## src/rtl/fwd_hazard_unit_if.sv

```systemverilog
// rtl/fwd_hazard_unit_if.sv - ID/EX-side bundle of the forwarding and hazard unit
// master drives the ID-stage fields, slave is the hazard unit itself.
interface fwd_hazard_unit_if #(
   parameter int AW = 5,
   parameter int FW = 2
);
   logic          id_valid;
   logic [AW-1:0] id_rs;
   logic [AW-1:0] id_rt;
   logic          id_uses_rs;
   logic          id_uses_rt;
   logic [AW-1:0] id_dest;
   logic          id_regwrite;
   logic          id_isload;
   logic          ex_flush;
   logic          stall_id;
   logic [FW-1:0] fwd_a;
   logic [FW-1:0] fwd_b;
   logic          ex_valid;
   logic [31:0]   stall_count;

   modport master (
      output id_valid, id_rs, id_rt, id_uses_rs, id_uses_rt,
             id_dest, id_regwrite, id_isload, ex_flush,
      input  stall_id, fwd_a, fwd_b, ex_valid, stall_count
   );

   modport slave (
      input  id_valid, id_rs, id_rt, id_uses_rs, id_uses_rt,
             id_dest, id_regwrite, id_isload, ex_flush,
      output stall_id, fwd_a, fwd_b, ex_valid, stall_count
   );
endinterface

```

## src/rtl/fwd_hazard_unit.sv

```systemverilog
// rtl/fwd_hazard_unit.sv - EX operand forwarding selects and ID load-use stall
// Optional stall statistics counter enabled by FWD_HAZARD_STATS_EN.
module fwd_hazard_unit #(
   parameter int AW         = 5,
   parameter int NUM_STAGES = 2,
   parameter int LOAD_READY = 2,
   parameter int FW         = 2
) (
   input  logic             clk,
   input  logic             rst,
   fwd_hazard_unit_if.slave bus
);
   localparam int NS = NUM_STAGES;

   if (NUM_STAGES < 1 || NUM_STAGES > 7) begin : g_bad_num_stages
      $error("fwd_hazard_unit: NUM_STAGES must be in 1..7");
   end
   if (LOAD_READY < 1 || LOAD_READY > NUM_STAGES) begin : g_bad_load_ready
      $error("fwd_hazard_unit: LOAD_READY must be in 1..NUM_STAGES");
   end
   if (FW < $clog2(NUM_STAGES + 1)) begin : g_bad_fw
      $error("fwd_hazard_unit: FW too narrow for NUM_STAGES");
   end

   // Slot 0 is EX; slot k (k >= 1) is the k-th stage after EX.
   logic [NS:0]         slot_valid_q,    slot_valid_d;
   logic [NS:0]         slot_regwrite_q, slot_regwrite_d;
   logic [NS:0]         slot_isload_q,   slot_isload_d;
   logic [NS:0][AW-1:0] slot_dest_q,     slot_dest_d;

   logic [AW-1:0] ex_rs_q,      ex_rs_d;
   logic [AW-1:0] ex_rt_q,      ex_rt_d;
   logic          ex_uses_rs_q, ex_uses_rs_d;
   logic          ex_uses_rt_q, ex_uses_rt_d;

   logic          stall_c;
   logic          take_id;
   logic          load_hit_a;
   logic          load_hit_b;
   logic [FW-1:0] fwd_a_c;
   logic [FW-1:0] fwd_b_c;

   function automatic logic producer_hit(
      input logic          v,
      input logic          rw,
      input logic [AW-1:0] dest,
      input logic [AW-1:0] src
   );
      return v && rw && (dest != '0) && (dest == src);
   endfunction

   // Youngest matching producer decides; a younger non-load shadows an older load.
   always_comb begin
      load_hit_a = 1'b0;
      load_hit_b = 1'b0;
      for (int j = NS; j >= 0; j--) begin
         if (producer_hit(slot_valid_q[j], slot_regwrite_q[j], slot_dest_q[j], bus.id_rs))
            load_hit_a = slot_isload_q[j] && ((j + 1) < LOAD_READY);
         if (producer_hit(slot_valid_q[j], slot_regwrite_q[j], slot_dest_q[j], bus.id_rt))
            load_hit_b = slot_isload_q[j] && ((j + 1) < LOAD_READY);
      end
      stall_c = !rst && bus.id_valid &&
                ((bus.id_uses_rs && load_hit_a) || (bus.id_uses_rt && load_hit_b));
   end

   always_comb begin
      fwd_a_c = '0;
      fwd_b_c = '0;
      for (int k = NS; k >= 1; k--) begin
         if (producer_hit(slot_valid_q[k], slot_regwrite_q[k], slot_dest_q[k], ex_rs_q))
            fwd_a_c = FW'(k);
         if (producer_hit(slot_valid_q[k], slot_regwrite_q[k], slot_dest_q[k], ex_rt_q))
            fwd_b_c = FW'(k);
      end
      if (!slot_valid_q[0] || !ex_uses_rs_q)
         fwd_a_c = '0;
      if (!slot_valid_q[0] || !ex_uses_rt_q)
         fwd_b_c = '0;
   end

   always_comb begin
      take_id         = bus.id_valid && !bus.ex_flush && !stall_c;
      slot_valid_d    = {slot_valid_q[NS-1:0],    take_id};
      slot_regwrite_d = {slot_regwrite_q[NS-1:0], take_id && bus.id_regwrite};
      slot_isload_d   = {slot_isload_q[NS-1:0],   take_id && bus.id_isload};
      slot_dest_d     = {slot_dest_q[NS-1:0],     take_id ? bus.id_dest : {AW{1'b0}}};
      ex_rs_d         = take_id ? bus.id_rs : '0;
      ex_rt_d         = take_id ? bus.id_rt : '0;
      ex_uses_rs_d    = take_id && bus.id_uses_rs;
      ex_uses_rt_d    = take_id && bus.id_uses_rt;
   end

   always_ff @(posedge clk or posedge rst) begin
      if (rst) begin
         slot_valid_q    <= '0;
         slot_regwrite_q <= '0;
         slot_isload_q   <= '0;
         slot_dest_q     <= '0;
         ex_rs_q         <= '0;
         ex_rt_q         <= '0;
         ex_uses_rs_q    <= 1'b0;
         ex_uses_rt_q    <= 1'b0;
      end else begin
         slot_valid_q    <= slot_valid_d;
         slot_regwrite_q <= slot_regwrite_d;
         slot_isload_q   <= slot_isload_d;
         slot_dest_q     <= slot_dest_d;
         ex_rs_q         <= ex_rs_d;
         ex_rt_q         <= ex_rt_d;
         ex_uses_rs_q    <= ex_uses_rs_d;
         ex_uses_rt_q    <= ex_uses_rt_d;
      end
   end

   assign bus.stall_id = stall_c;
   assign bus.fwd_a    = fwd_a_c;
   assign bus.fwd_b    = fwd_b_c;
   assign bus.ex_valid = slot_valid_q[0];

`ifdef FWD_HAZARD_STATS_EN
   logic [31:0] stall_cnt_q, stall_cnt_d;

   always_comb begin
      stall_cnt_d = stall_cnt_q;
      if (stall_c && (stall_cnt_q != 32'hFFFF_FFFF))
         stall_cnt_d = stall_cnt_q + 32'd1;
   end

   always_ff @(posedge clk or posedge rst) begin
      if (rst)
         stall_cnt_q <= '0;
      else
         stall_cnt_q <= stall_cnt_d;
   end

   assign bus.stall_count = stall_cnt_q;
`else
   assign bus.stall_count = 32'd0;
`endif
endmodule

```

## src/flat_wrapper.sv

```systemverilog
// flat-port wrapper written by rule: the top's interface ports become plain ports
module fwd_hazard_unit_flat 
#(
   parameter int AW         = 5,
   parameter int NUM_STAGES = 2,
   parameter int LOAD_READY = 2,
   parameter int FW         = 2
)
  (clk, rst, bus_id_valid, bus_id_rs, bus_id_rt, bus_id_uses_rs, bus_id_uses_rt, bus_id_dest, bus_id_regwrite, bus_id_isload, bus_ex_flush, bus_stall_id, bus_fwd_a, bus_fwd_b, bus_ex_valid, bus_stall_count);
  fwd_hazard_unit_if #(.AW(AW), .FW(FW)) bus_i ();
  input  logic clk;
  input  logic rst;
  input wire logic [$bits(bus_i.id_valid)-1:0] bus_id_valid;
  input wire logic [$bits(bus_i.id_rs)-1:0] bus_id_rs;
  input wire logic [$bits(bus_i.id_rt)-1:0] bus_id_rt;
  input wire logic [$bits(bus_i.id_uses_rs)-1:0] bus_id_uses_rs;
  input wire logic [$bits(bus_i.id_uses_rt)-1:0] bus_id_uses_rt;
  input wire logic [$bits(bus_i.id_dest)-1:0] bus_id_dest;
  input wire logic [$bits(bus_i.id_regwrite)-1:0] bus_id_regwrite;
  input wire logic [$bits(bus_i.id_isload)-1:0] bus_id_isload;
  input wire logic [$bits(bus_i.ex_flush)-1:0] bus_ex_flush;
  output wire logic [$bits(bus_i.stall_id)-1:0] bus_stall_id;
  output wire logic [$bits(bus_i.fwd_a)-1:0] bus_fwd_a;
  output wire logic [$bits(bus_i.fwd_b)-1:0] bus_fwd_b;
  output wire logic [$bits(bus_i.ex_valid)-1:0] bus_ex_valid;
  output wire logic [$bits(bus_i.stall_count)-1:0] bus_stall_count;
  assign bus_i.id_valid = bus_id_valid;
  assign bus_i.id_rs = bus_id_rs;
  assign bus_i.id_rt = bus_id_rt;
  assign bus_i.id_uses_rs = bus_id_uses_rs;
  assign bus_i.id_uses_rt = bus_id_uses_rt;
  assign bus_i.id_dest = bus_id_dest;
  assign bus_i.id_regwrite = bus_id_regwrite;
  assign bus_i.id_isload = bus_id_isload;
  assign bus_i.ex_flush = bus_ex_flush;
  assign bus_stall_id = bus_i.stall_id;
  assign bus_fwd_a = bus_i.fwd_a;
  assign bus_fwd_b = bus_i.fwd_b;
  assign bus_ex_valid = bus_i.ex_valid;
  assign bus_stall_count = bus_i.stall_count;
  fwd_hazard_unit #(.AW(AW), .NUM_STAGES(NUM_STAGES), .LOAD_READY(LOAD_READY), .FW(FW)) u_core (.clk(clk), .rst(rst), .bus(bus_i));
endmodule
```

## config.mk

```make
export PLATFORM = sky130hd
export DESIGN_NAME = fwd_hazard_unit_flat
export DESIGN_NICKNAME = d
export VERILOG_FILES = /design/src/rtl/fwd_hazard_unit_if.sv /design/src/rtl/fwd_hazard_unit.sv /design/src/flat_wrapper.sv
export SDC_FILE = /design/constraint.sdc
export NUM_CORES = 1
export LEC_CHECK = 0
export CORE_MARGIN = 8
export CORE_UTILIZATION = 46
export DETAILED_ROUTE_END_ITERATION = 10
export PLACE_DENSITY = 0.8
export SLEW_MARGIN = 20
export SYNTH_ARGS = -nofsm -noshare
export SYNTH_HDL_FRONTEND = slang
export SYNTH_SLANG_ARGS = --single-unit
```

## constraint.sdc

```tcl
create_clock -name clk -period 2.3 [get_ports clk]
set_clock_uncertainty 0.15 [all_clocks]
set_input_delay 0.345 -clock clk [delete_from_list [all_inputs] [get_ports clk]]
set_output_delay 0.345 -clock clk [all_outputs]
set_load 0.05 [all_outputs]
```

==> results of run 1 <==
## worst max-delay path, stage by stage, from the launching register on
cell	delay (ps)
dfrtp_1	380
or3_1	370
o311a_1	310
nand4_1	130
o31a_1	190
buf_12	150
## layer usage
layer,track usage,vias up
li1,-,584
met1,0.141,577
met2,0.212,46
met3,0.0542,5
met4,0.0444,0
met5,0,-
## power groups by stage
| stage | logic (mW) | clock network (mW) | registers [mW] |
|---|---|---|---|
| after floorplan | 0.237 | 0 | 0.653 |
| after global placement | 0.259 | 0 | 0.655 |
| after CTS | 0.272 | 0.459 | 0.643 |
| after global routing | 0.297 | 0.482 | 0.645 |
| final | 0.278 | 0.443 | 0.643 |
| after detailed placement | 0.261 | 0 | 0.656 |
## registers in the layout (all words and copies together), names as in the netlist
name	cells
u_core.slot_isload_q	1
u_core.slot_valid_q	3
u_core.ex_rt_q	5
u_core.slot_regwrite_q	3
u_core.ex_uses_rs_q	1
u_core.slot_dest_q	5
u_core.ex_rs_q	5
u_core.ex_uses_rt_q	1
u_core.slot_dest_d	10
## cells by family after synthesis
family	after synthesis	synth area share
simple gates	42	0.115
other cells	1	0.00204
buf+inv	39	0.155
flops	34	0.464
xor+xnor	30	0.143
compound gates	25	0.121
## per-stage QoR
| step | cells | hold slack [ps] | total power [mW] | TNS (ps) | instance area [sq um] |
|---|---|---|---|---|---|
| finish | 262 | 242 | 1.36 | -1.18 | 2270 |
| global route | 262 | 256 | 1.42 | -238 | 2270 |
| CTS | 259 | 244 | 1.37 | -84.4 | 2230 |
| detailed placement | 246 | 224 | 0.917 | 0 | 2100 |
| global placement | 246 | 216 | 0.914 | 0 | 2100 |
| floorplan | 202 | 204 | 0.890 | 0 | 1960 |
## what timing repair did
action	4_1_cts	5_1_grt
setup endpoints to repair	5	5
resized for setup	2	3
pin swaps	2	6
setup buffers	5	3
## how the worst max path moves through the flow
stage	startpoint	end	cells past startpoint	slack [ps]
floorplan	u_core.slot_dest_d[13]	bus_fwd_a[0]	4	110
global placement	bus_id_rs[3]	bus_stall_id	6	180
detailed placement	bus_id_rs[3]	bus_stall_id	6	130
CTS	u_core.slot_dest_d[13]	bus_fwd_a[1]	5	-60
global route	u_core.slot_dest_d[13]	bus_fwd_a[1]	5	-90
finish	u_core.slot_dest_d[13]	bus_fwd_a[1]	5	-1
## cell usage in the layout (no fill, tap or decap), drive strengths merged, types with 6 or more instances in the layout
cell and instances:
conb 32, xor2 6, clkdlybuf4s50 23, xnor2 24
nand2 25, buf 17, a21oi 19, clkbuf 7
nand4 6, dfrtp 34
## layout make-up
class / count / area [sq um] / share of cell area
Tap cell: 50 / 62.6 / 0.0275
Clock inverter: 1 / 5.00 / 0.00220
Multi-Input combinational cell: 129 / 863 / 0.380
Timing Repair Buffer: 40 / 399 / 0.176
Sequential cell: 34 / 851 / 0.375
Clock buffer: 7 / 86.3 / 0.0380
Inverter: 1 / 3.75 / 0.00165
==> summary.md, run 1 <==
| Metric | Value |
|---|---|
| Number of distinct library cells after synthesis | `24` |
| Via density | `4.63` |
| Type of the worst min-delay path | `flip-flop to flip-flop` |
| Sequential-to-total area share from yosys stat | `0.464` |
| H-tree levels | `2` |
| Type of origin of the critical path | `flip-flop` |
| Worst reg2reg startpoint | `u_core.slot_dest_d[8]` |
| Met1 WL | `1.45 mm` |
| DIE AREA | `6260 sq um` |
| Routability cong. | `0.823` |
| WP data required | `1800 ps` |
| Number of CTS-inserted buffers | `5` |
| Area share of the leading cell type in the synthesized netlist | `0.464` |
| Clk slew on worst S/H paths | `60 ps` |
| Endpoints failing setup | `1` |
| Worst r2r path cells | `6` |
| Sequential share of power | `0.471` |
| Sw frac | `0.304` |
| Total GRT Usage | `0.127` |
| Core area | `3910 sq um` |
| R2r endpoint | `u_core.ex_rt_q[2]` |
| Dpl ws | `126 ps` |
| Mapped Avg Cell Area | `10.7 sq um` |
| Hold wc startpoint | `u_core.slot_valid_q[1]` |
| Worst Tran Pin Value | `504 ps` |
| Final hold vios | `0` |
| Combinational share of power | `0.204` |
| Core Util, Final | `0.580` |
| Status | `complete, but fails checks` |
| DRC | `0` |
| Arrival time at the worst endpoint | `1810 ps` |
| Yosys reg bits | `34` |
| VDD IR max | `0.557 mV` |
| WL/cell | `14.5 um` |
| Tmin final | `2300 ps` |
| Async SR Flop Fraction | `1.00` |
| Hold Crit Depth | `0` |
| WS Path Type | `flip-flop to output port` |
| Pint | `949 uW` |
| Cell Pwr Density | `601 nW/um^2` |
| Pre-Repair DR Iteration Count | `4` |
| Largest net degree at the start of global routing | `35` |
| Top FF cell, synth | `dfrtp_1` |
| Worst setup EP type | `output port` |
| CTS tree | `done` |
| Hold endpoint | `u_core.slot_valid_q[2]` |
| Initial drt markers | `39` |
| Top cell types by occurrence after synthesis | `dfrtp_1 (34), buf_4 (32), nand2_1 (25), xnor2_1 (24), a21oi_2 (19)` |
| Routed wire length | `3.80 mm` |
| Routed length on met2 | `1.95 mm` |
| Global route total overflow | `0` |
| First-pass GRT wire length | `6.29 mm` |
| Final WS setup | `-1.18 ps` |
| Final period util | `1.00` |
| Vias in the first global route | `1326` |
| RSZ-0062 raised after global routing | `true` |
| DR top layer | `met4` |
| Share of cells above drive strength 1 | `0.241` |
| Slew headroom | `0.663` |
| Initial Util | `0.469` |
| Synthesized area | `1830 sq um` |
| Initial antenna violation count | `0` |
| R2r setup slk | `420 ps` |
| Die extent in x | `79.1 um` |
| Synthesis-to-layout area growth | `23.8%` |
| Leak | `1.01 nW` |
| Site row count | `23` |
| Clk network pwr share | `0.325` |
| Fin. max-slew vios | `0` |
| Io pins | `61` |
| Area leader, netlist | `dfrtp_1` |
| Clock buffer depth | `2` |
| Met3 Routed Length | `336 um` |
| Peak Freq | `435 MHz` |
| Hold buffers post-CTS | `0` |
| Final net count | `234` |
| EDFF count, synth | `0` |
| Final ANT Viol Nets | `0` |
| Fillers | `321` |
| Clk sinks | `34` |
| Most common cell in the netlist | `dfrtp_1` |
| Routed via count | `1212` |
| Synth Instances | `171` |
| Die Y | `79.1 um` |
| Max Cap Viol | `0` |
| Critical path peak fanout | `2` |
| YS warnings | `0` |
| Ranking of synthesized cells by area | `dfrtp_1 (46%), buf_4 (13%), xnor2_1 (11%), a21oi_2 (9.1%), nand2_1 (5.1%)` |
| Failing checks | `negative setup slack` |
| NetSw | `415 uW` |
| Post-DP HPWL | `2.87 mm` |
| Antenna cells | `0` |
| Clock latency at the later pin of the worst-skew pair | `280 ps` |
| Count of input and output buffers | `28` |
| CTS root buf | `clkbuf_8` |
Note: power is estimated with default switching activity, not from simulation.
==> inputs of run 2 (changes only) <==
Settings changed: PLACE_DENSITY 0.8 to 0.77.
==> run 2 against run 1 <==
  * The run still ends with negative setup slack left
  * Setup slack got worse by 37 ps
  * Clock power barely moved
  * Sequential share of layout area rose by 0.15 points
  * Count of clock-buffer cells in the layout did not move
  * Wire length fell by 3.4%
==> summary.md, run 2 (synthesized netlist as in run 1, its figures left out) <==
| Metric | Value |
|---|---|
| Max Cap Viol | `0 (unchanged)` |
| Critical path peak fanout | `2 (unchanged)` |
| Post-DP HPWL | `2.81 mm (-2.1%)` |
| First-pass GRT wire length | `5.96 mm (-5.2%)` |
| Routability cong. | `0.795 (-3.4%)` |
| Final net count | `235 (+0.43%)` |
| Antenna cells | `0 (unchanged)` |
| R2r setup slk | `480 ps (+60 ps)` |
| WL/cell | `13.9 um (-3.8%)` |
| Initial antenna violation count | `0 (unchanged)` |
| WS Path Type | `flip-flop to output port` |
| Die Y | `79.1 um (unchanged)` |
| Largest net degree at the start of global routing | `35 (unchanged)` |
| Worst reg2reg startpoint | `u_core.slot_dest_d[8]` |
| Tmin final | `2340 ps (+36.6 ps)` |
| Worst Tran Pin Value | `500 ps (-3.98 ps)` |
| Fin. max-slew vios | `0 (unchanged)` |
| Final WS setup | `-37.8 ps (-36.6 ps)` |
| Met1 usage | `0.132 (-0.00873)` |
| Peak Freq | `428 MHz (-1.6%)` |
| Routed via count | `1193 (-1.6%)` |
| GR Util met2 | `0.197 (-0.0148)` |
| Clock latency at the later pin of the worst-skew pair | `290 ps (about the same)` |
| Post-Place Cells | `247 (+0.41%)` |
| Global route total overflow | `0 (unchanged)` |
| Vias in the first global route | `1287 (-2.9%)` |
| Clk slew on worst S/H paths | `60 ps (about the same)` |
| Hold Slack | `228 ps (-13.7 ps)` |
| Final ANT Viol Nets | `0 (unchanged)` |
| Arrival time at the worst endpoint | `1840 ps (+30 ps)` |
| Clock buffer depth | `2 (unchanged)` |
| Status | `complete, but fails checks` |
| DRC | `0 (unchanged)` |
| Design Area, Final | `2260 sq um (-0.39%)` |
| Setup total negative slack | `-110 ps (-108 ps)` |
| H-tree levels | `2 (unchanged)` |
| Clk sinks | `34 (unchanged)` |
| Via density | `4.54 (-1.9%)` |
| Io pins | `61 (unchanged)` |
| Site row count | `23 (unchanged)` |
| Final hold vios | `0 (unchanged)` |
| Commonest non-fill, non-tap cell in the layout | `dfrtp_1` |
| Total GRT Usage | `0.121 (-0.00586)` |
| Hold buffers post-CTS | `0 (unchanged)` |
| WP data required | `1800 ps (about the same)` |
| VDD IR max | `0.363 mV (-35%)` |
| Worst setup EP type | `output port` |
| CTS root buf | `clkbuf_8` |
| Endpoints failing setup | `3 (+2)` |
| Type of origin of the critical path | `flip-flop` |
| Core area | `3910 sq um (unchanged)` |
| Leak | `1.01 nW (+0.16%)` |
| Initial drt markers | `37 (-5.1%)` |
| RSZ-0062 raised after global routing | `true` |
| DIE AREA | `6260 sq um (unchanged)` |
| Worst setup path end | `bus_fwd_a[1]` |
| Initial Util | `0.469 (unchanged)` |
| Slew headroom | `0.665 (+0.00266)` |
| Final period util | `1.02 (+0.0159)` |
| Share of cells above drive strength 1 | `0.244 (+0.00357)` |
| Number of CTS-inserted buffers | `5 (unchanged)` |
| Count of input and output buffers | `28 (unchanged)` |
| Pre-Repair DR Iteration Count | `6 (+2)` |
| Failing checks | `negative setup slack` |
| CTS tree | `done` |
| GR peak layer | `met2` |
| Cell Area, Placed | `2100 sq um (+0.36%)` |
| Commonest non-fill, non-tap cells in the layout | `dfrtp_1 (34), conb_1 (32), nand2_1 (25)` |
| Origin of the worst setup path | `u_core.slot_dest_d[13]` |
| Routed wire length | `3.67 mm (-3.4%)` |
| Max FFs per register | `10 (unchanged)` |
| Cell Pwr Density | `602 nW/um^2 (+0.17%)` |
| Die extent in x | `79.1 um (unchanged)` |
| R2r endpoint | `u_core.ex_rs_q[2]` |
| GR Util met3 | `0.0576 (+0.00339)` |
| Final cell count without fillers | `263 (+0.38%)` |
| Synthesis-to-layout area growth | `23.3%` |
| Worst r2r path cells | `6 (unchanged)` |
| Type of the worst min-delay path | `flip-flop to flip-flop` |
run 2: cell types whose count changed in the layout (fill, tap and decap cells not counted):
cell    change
buf_6       -1
or3_1       -1
or3_4       +1
or4_1       +1
or4_4       -1
buf_4       +2
nor2_2      +1
nor2_4      -1
nor4_2      +1
nor4_4      -1
run 2: timing repair:
item / 4_1_cts / 5_1_grt
hold endpoints to repair: 0 / 0
pin swaps: 3 / 5
setup endpoints to repair: 5 / 5
resized for setup: 2 / 0
buffers inserted: 5 / 3
run 2: metal layers:
metal  routed length (um)  vias to the layer above
met1                 1410                      557
li1                     -                      586
met2                 1860                       44
met3                  355                        6
met5                    0                        -
met4                   46                        0
run 2: worst min-delay path by stage:
stage / depth (start not counted) / end / slack, ps / start
after floorplan: 0 / u_core.slot_regwrite_q[1] / 200 / u_core.slot_regwrite_q[0]
after global placement: 0 / u_core.slot_valid_q[2] / 210 / u_core.slot_valid_q[1]
after detailed placement: 0 / u_core.slot_valid_q[2] / 210 / u_core.slot_valid_q[1]
after CTS: 0 / u_core.slot_valid_q[2] / 230 / u_core.slot_valid_q[1]
after global routing: 0 / u_core.slot_valid_q[2] / 240 / u_core.slot_valid_q[1]
final: 0 / u_core.slot_valid_q[2] / 230 / u_core.slot_valid_q[1]
run 2: metrics by stage:
| step | utilization | worst slack [ps] | total power [mW] |
|---|---|---|---|
| floorplan | - | 115 | 0.890 |
| global placement | 0.537 | 183 | 0.915 |
| detailed placement | 0.537 | 161 | 0.918 |
| CTS | 0.572 | -81.4 | 1.38 |
| global route | 0.578 | -121 | 1.43 |
| finish | 0.578 | -37.8 | 1.36 |
run 2: final cells by class:
type	instances	area, sq um
Sequential cell	34	851
Inverter	1	3.75
Multi-Input combinational cell	129	851
Timing Repair Buffer	41	403
Clock buffer	7	86.3
Clock inverter	1	5.00
Fill cell	346	1650
Tap cell	50	62.6
run 2: power by group:
part	switching [mW]	leakage (nW)	internal [mW]
sequential	0.0212	0.456	0.622
clock	0.202	0.0482	0.241
combinational	0.188	0.504	0.0868
run 2: worst max-delay path, stage by stage (launching register included):
cell     delay [ps]
dfrtp_1         380
or3_4           390
o311a_1         320
nand4_1         120
o31a_1          200
buf_12          150
==> inputs of run 3 (changes only) <==
Settings changed: CORE_UTILIZATION 46 to 41, PLACE_DENSITY 0.77 to 0.73.
Clock period 2.3 ns to 2 ns, I/O delays scaled along.
==> run 3 against run 2 <==
  * The flow still finishes with violations (negative setup slack)
  * Setup slack got worse by 210 ps
  * Non-clock buffer count increased by 2
  * Register-to-register slack got worse by 220 ps
  * Global-route usage decreased by 1.1 points
==> summary.md, run 3 (synthesized netlist as in run 1, its figures left out) <==
| Metric | Value |
|---|---|
| Commonest non-fill, non-tap cell in the layout | `dfrtp_1` |
| Design Area, Final | `2340 sq um (+3.3%)` |
| Via density | `4.43 (-2.3%)` |
| Hold endpoint | `u_core.slot_valid_q[2]` |
| DIE AREA | `6870 sq um (+9.7%)` |
| Global route total overflow | `0 (unchanged)` |
| Fin. max-slew vios | `0 (unchanged)` |
| Status | `complete, but fails checks` |
| Total GRT Usage | `0.110 (-0.0106)` |
| Share of cells above drive strength 1 | `0.279 (+0.0349)` |
| Leak | `1.04 nW (+2.9%)` |
| Io pins | `61 (unchanged)` |
| Multi-input logic area | `888 sq um (+4.4%)` |
| Vias in the first global route | `1335 (+3.7%)` |
| Clock buffer depth | `2 (unchanged)` |
| Critical path peak fanout | `2 (unchanged)` |
| Post-DP HPWL | `2.92 mm (+3.8%)` |
| Antenna cells | `0 (unchanged)` |
| Cell Area, Placed | `2180 sq um (+3.7%)` |
| Count of input and output buffers | `28 (unchanged)` |
| Arrival time at the worst endpoint | `1800 ps (-40 ps)` |
| Worst setup EP type | `output port` |
| Core Util, Final | `0.541 (-0.0375)` |
| VDD IR max | `0.360 mV (-0.92%)` |
| Clk sinks | `34 (unchanged)` |
| Seq. cell area | `851 sq um (unchanged)` |
| Die Y | `82.9 um (+4.7%)` |
| Routability cong. | `0.822 (+3.4%)` |
| H-tree levels | `2 (unchanged)` |
| Hold buffers post-CTS | `0 (unchanged)` |
| First-pass GRT wire length | `6.25 mm (+4.9%)` |
| WL/cell | `13.5 um (-3.4%)` |
| R2r endpoint | `u_core.ex_rt_q[2]` |
| GR Util met3 | `0.0586 (+0.00103)` |
| Core area | `4320 sq um (+10%)` |
| CTS tree | `done` |
| Post-Place Cells | `258 (+4.5%)` |
| Type of the worst min-delay path | `flip-flop to flip-flop` |
| Peak Freq | `445 MHz` |
| Initial drt markers | `25 (-32%)` |
| Max Cap Viol | `0 (unchanged)` |
| Pre-Repair DR Iteration Count | `4 (-2)` |
| Worst reg2reg startpoint | `u_core.slot_dest_d[8]` |
| Initial Util | `0.424 (-0.0445)` |
| Number of CTS-inserted buffers | `5 (unchanged)` |
| Routed wire length | `3.60 mm (-1.9%)` |
| Worst r2r path cells | `6 (unchanged)` |
| Final period util | `1.12` |
| Hold Crit Depth | `0 (unchanged)` |
| R2r setup slk | `260 ps (-220 ps)` |
| GR peak layer | `met2` |
| Commonest non-fill, non-tap cells in the layout | `dfrtp_1 (34), conb_1 (32), nand2_1 (25)` |
| Met1 usage | `0.120 (-0.0118)` |
| RSZ-0062 raised after global routing | `true` |
| Largest net degree at the start of global routing | `35 (unchanged)` |
| Pwr Total | `1.64 mW (+21%)` |
| Failing checks | `negative setup slack` |
| Final ANT Viol Nets | `0 (unchanged)` |
| CTS root buf | `clkbuf_8` |
| Final hold vios | `0 (unchanged)` |
| Site row count | `24 (+4.3%)` |
| Hold Slack | `242 ps (+13.6 ps)` |
| Initial antenna violation count | `0 (unchanged)` |
| Routed via count | `1183 (-0.84%)` |
| Synthesis-to-layout area growth | `27.4%` |
| Final net count | `237 (+0.85%)` |
| Hold wc startpoint | `u_core.slot_valid_q[1]` |
| Fillers | `386 (+12%)` |
| Die extent in x | `82.9 um (+4.7%)` |
| Cell Pwr Density | `703 nW/um^2 (+17%)` |
| Endpoints failing setup | `5 (+2)` |
| Setup total negative slack | `-995 ps (-885 ps)` |
| WS Path Type | `flip-flop to output port` |
| Final WS setup | `-247 ps (-210 ps)` |
| Type of origin of the critical path | `flip-flop` |
| Dpl ws | `-52.2 ps (-213 ps)` |
| Final cell count without fillers | `267 (+1.5%)` |
| Tmin final | `2250 ps` |
| Max FFs per register | `10 (unchanged)` |
| Clk slew on worst S/H paths | `60 ps (about the same)` |
| WP data required | `1550 ps (-250 ps)` |
| GR Util met2 | `0.174 (-0.0232)` |
| DRC | `0 (unchanged)` |
| Clock latency at the later pin of the worst-skew pair | `280 ps (about the same)` |
## run 3: cell count changes in the layout (fill, tap and decap cells not counted), sizes merged
cell / change
buf: +3
clkinv: -1
clkdlybuf4s50: -1
clkbuf: +1
## run 3: critical path, stage by stage (launching register included)
cell	delay (ps)
dfrtp_1	370
or3_1	370
o311a_1	320
nor4b_2	170
o31a_2	130
buf_12	150
## run 3: final cells by class
type	instances	area share
Clock buffer	8	0.0471
Sequential cell	34	0.364
Multi-Input combinational cell	129	0.380
Timing Repair Buffer	43	0.179
Inverter	1	0.00161
Tap cell	52	0.0278
## run 3: how the worst max path moves through the flow
stage                            from           end  slack, ps  cells past startpoint
2_1_floorplan  u_core.slot_dest_d[13]  bus_fwd_b[0]       -140                      4
3_3_place_gp             bus_id_rs[3]  bus_stall_id        -30                      6
3_5_place_dp             bus_id_rs[3]  bus_stall_id        -50                      6
4_1_cts        u_core.slot_dest_d[13]  bus_fwd_a[0]       -270                      6
5_1_grt        u_core.slot_dest_q[11]  bus_fwd_b[1]       -300                      5
6_report       u_core.slot_dest_q[11]  bus_fwd_b[1]       -250                      5
## run 3: per-layer routing
| metal | part of all wire | vias to the layer above |
|---|---|---|
| met3 | 0.099 | 5 |
| li1 | - | 585 |
| met1 | 0.39 | 548 |
| met4 | 0.018 | 0 |
| met2 | 0.49 | 45 |
| met5 | 0 | - |
## run 3: repair_timing
item | in CTS | in global routing
resized for setup | 5 | 3
setup endpoints to repair | 5 | 5
buffers inserted | 1 | 0
hold endpoints to repair | 0 | 0
pin swaps | 4 | 2
gates cloned | 0 | 0
## run 3: power breakdown
part           switching (mW)  internal [mW]
Sequential             0.0213          0.715
Clock                   0.233          0.347
Combinational           0.225          0.103
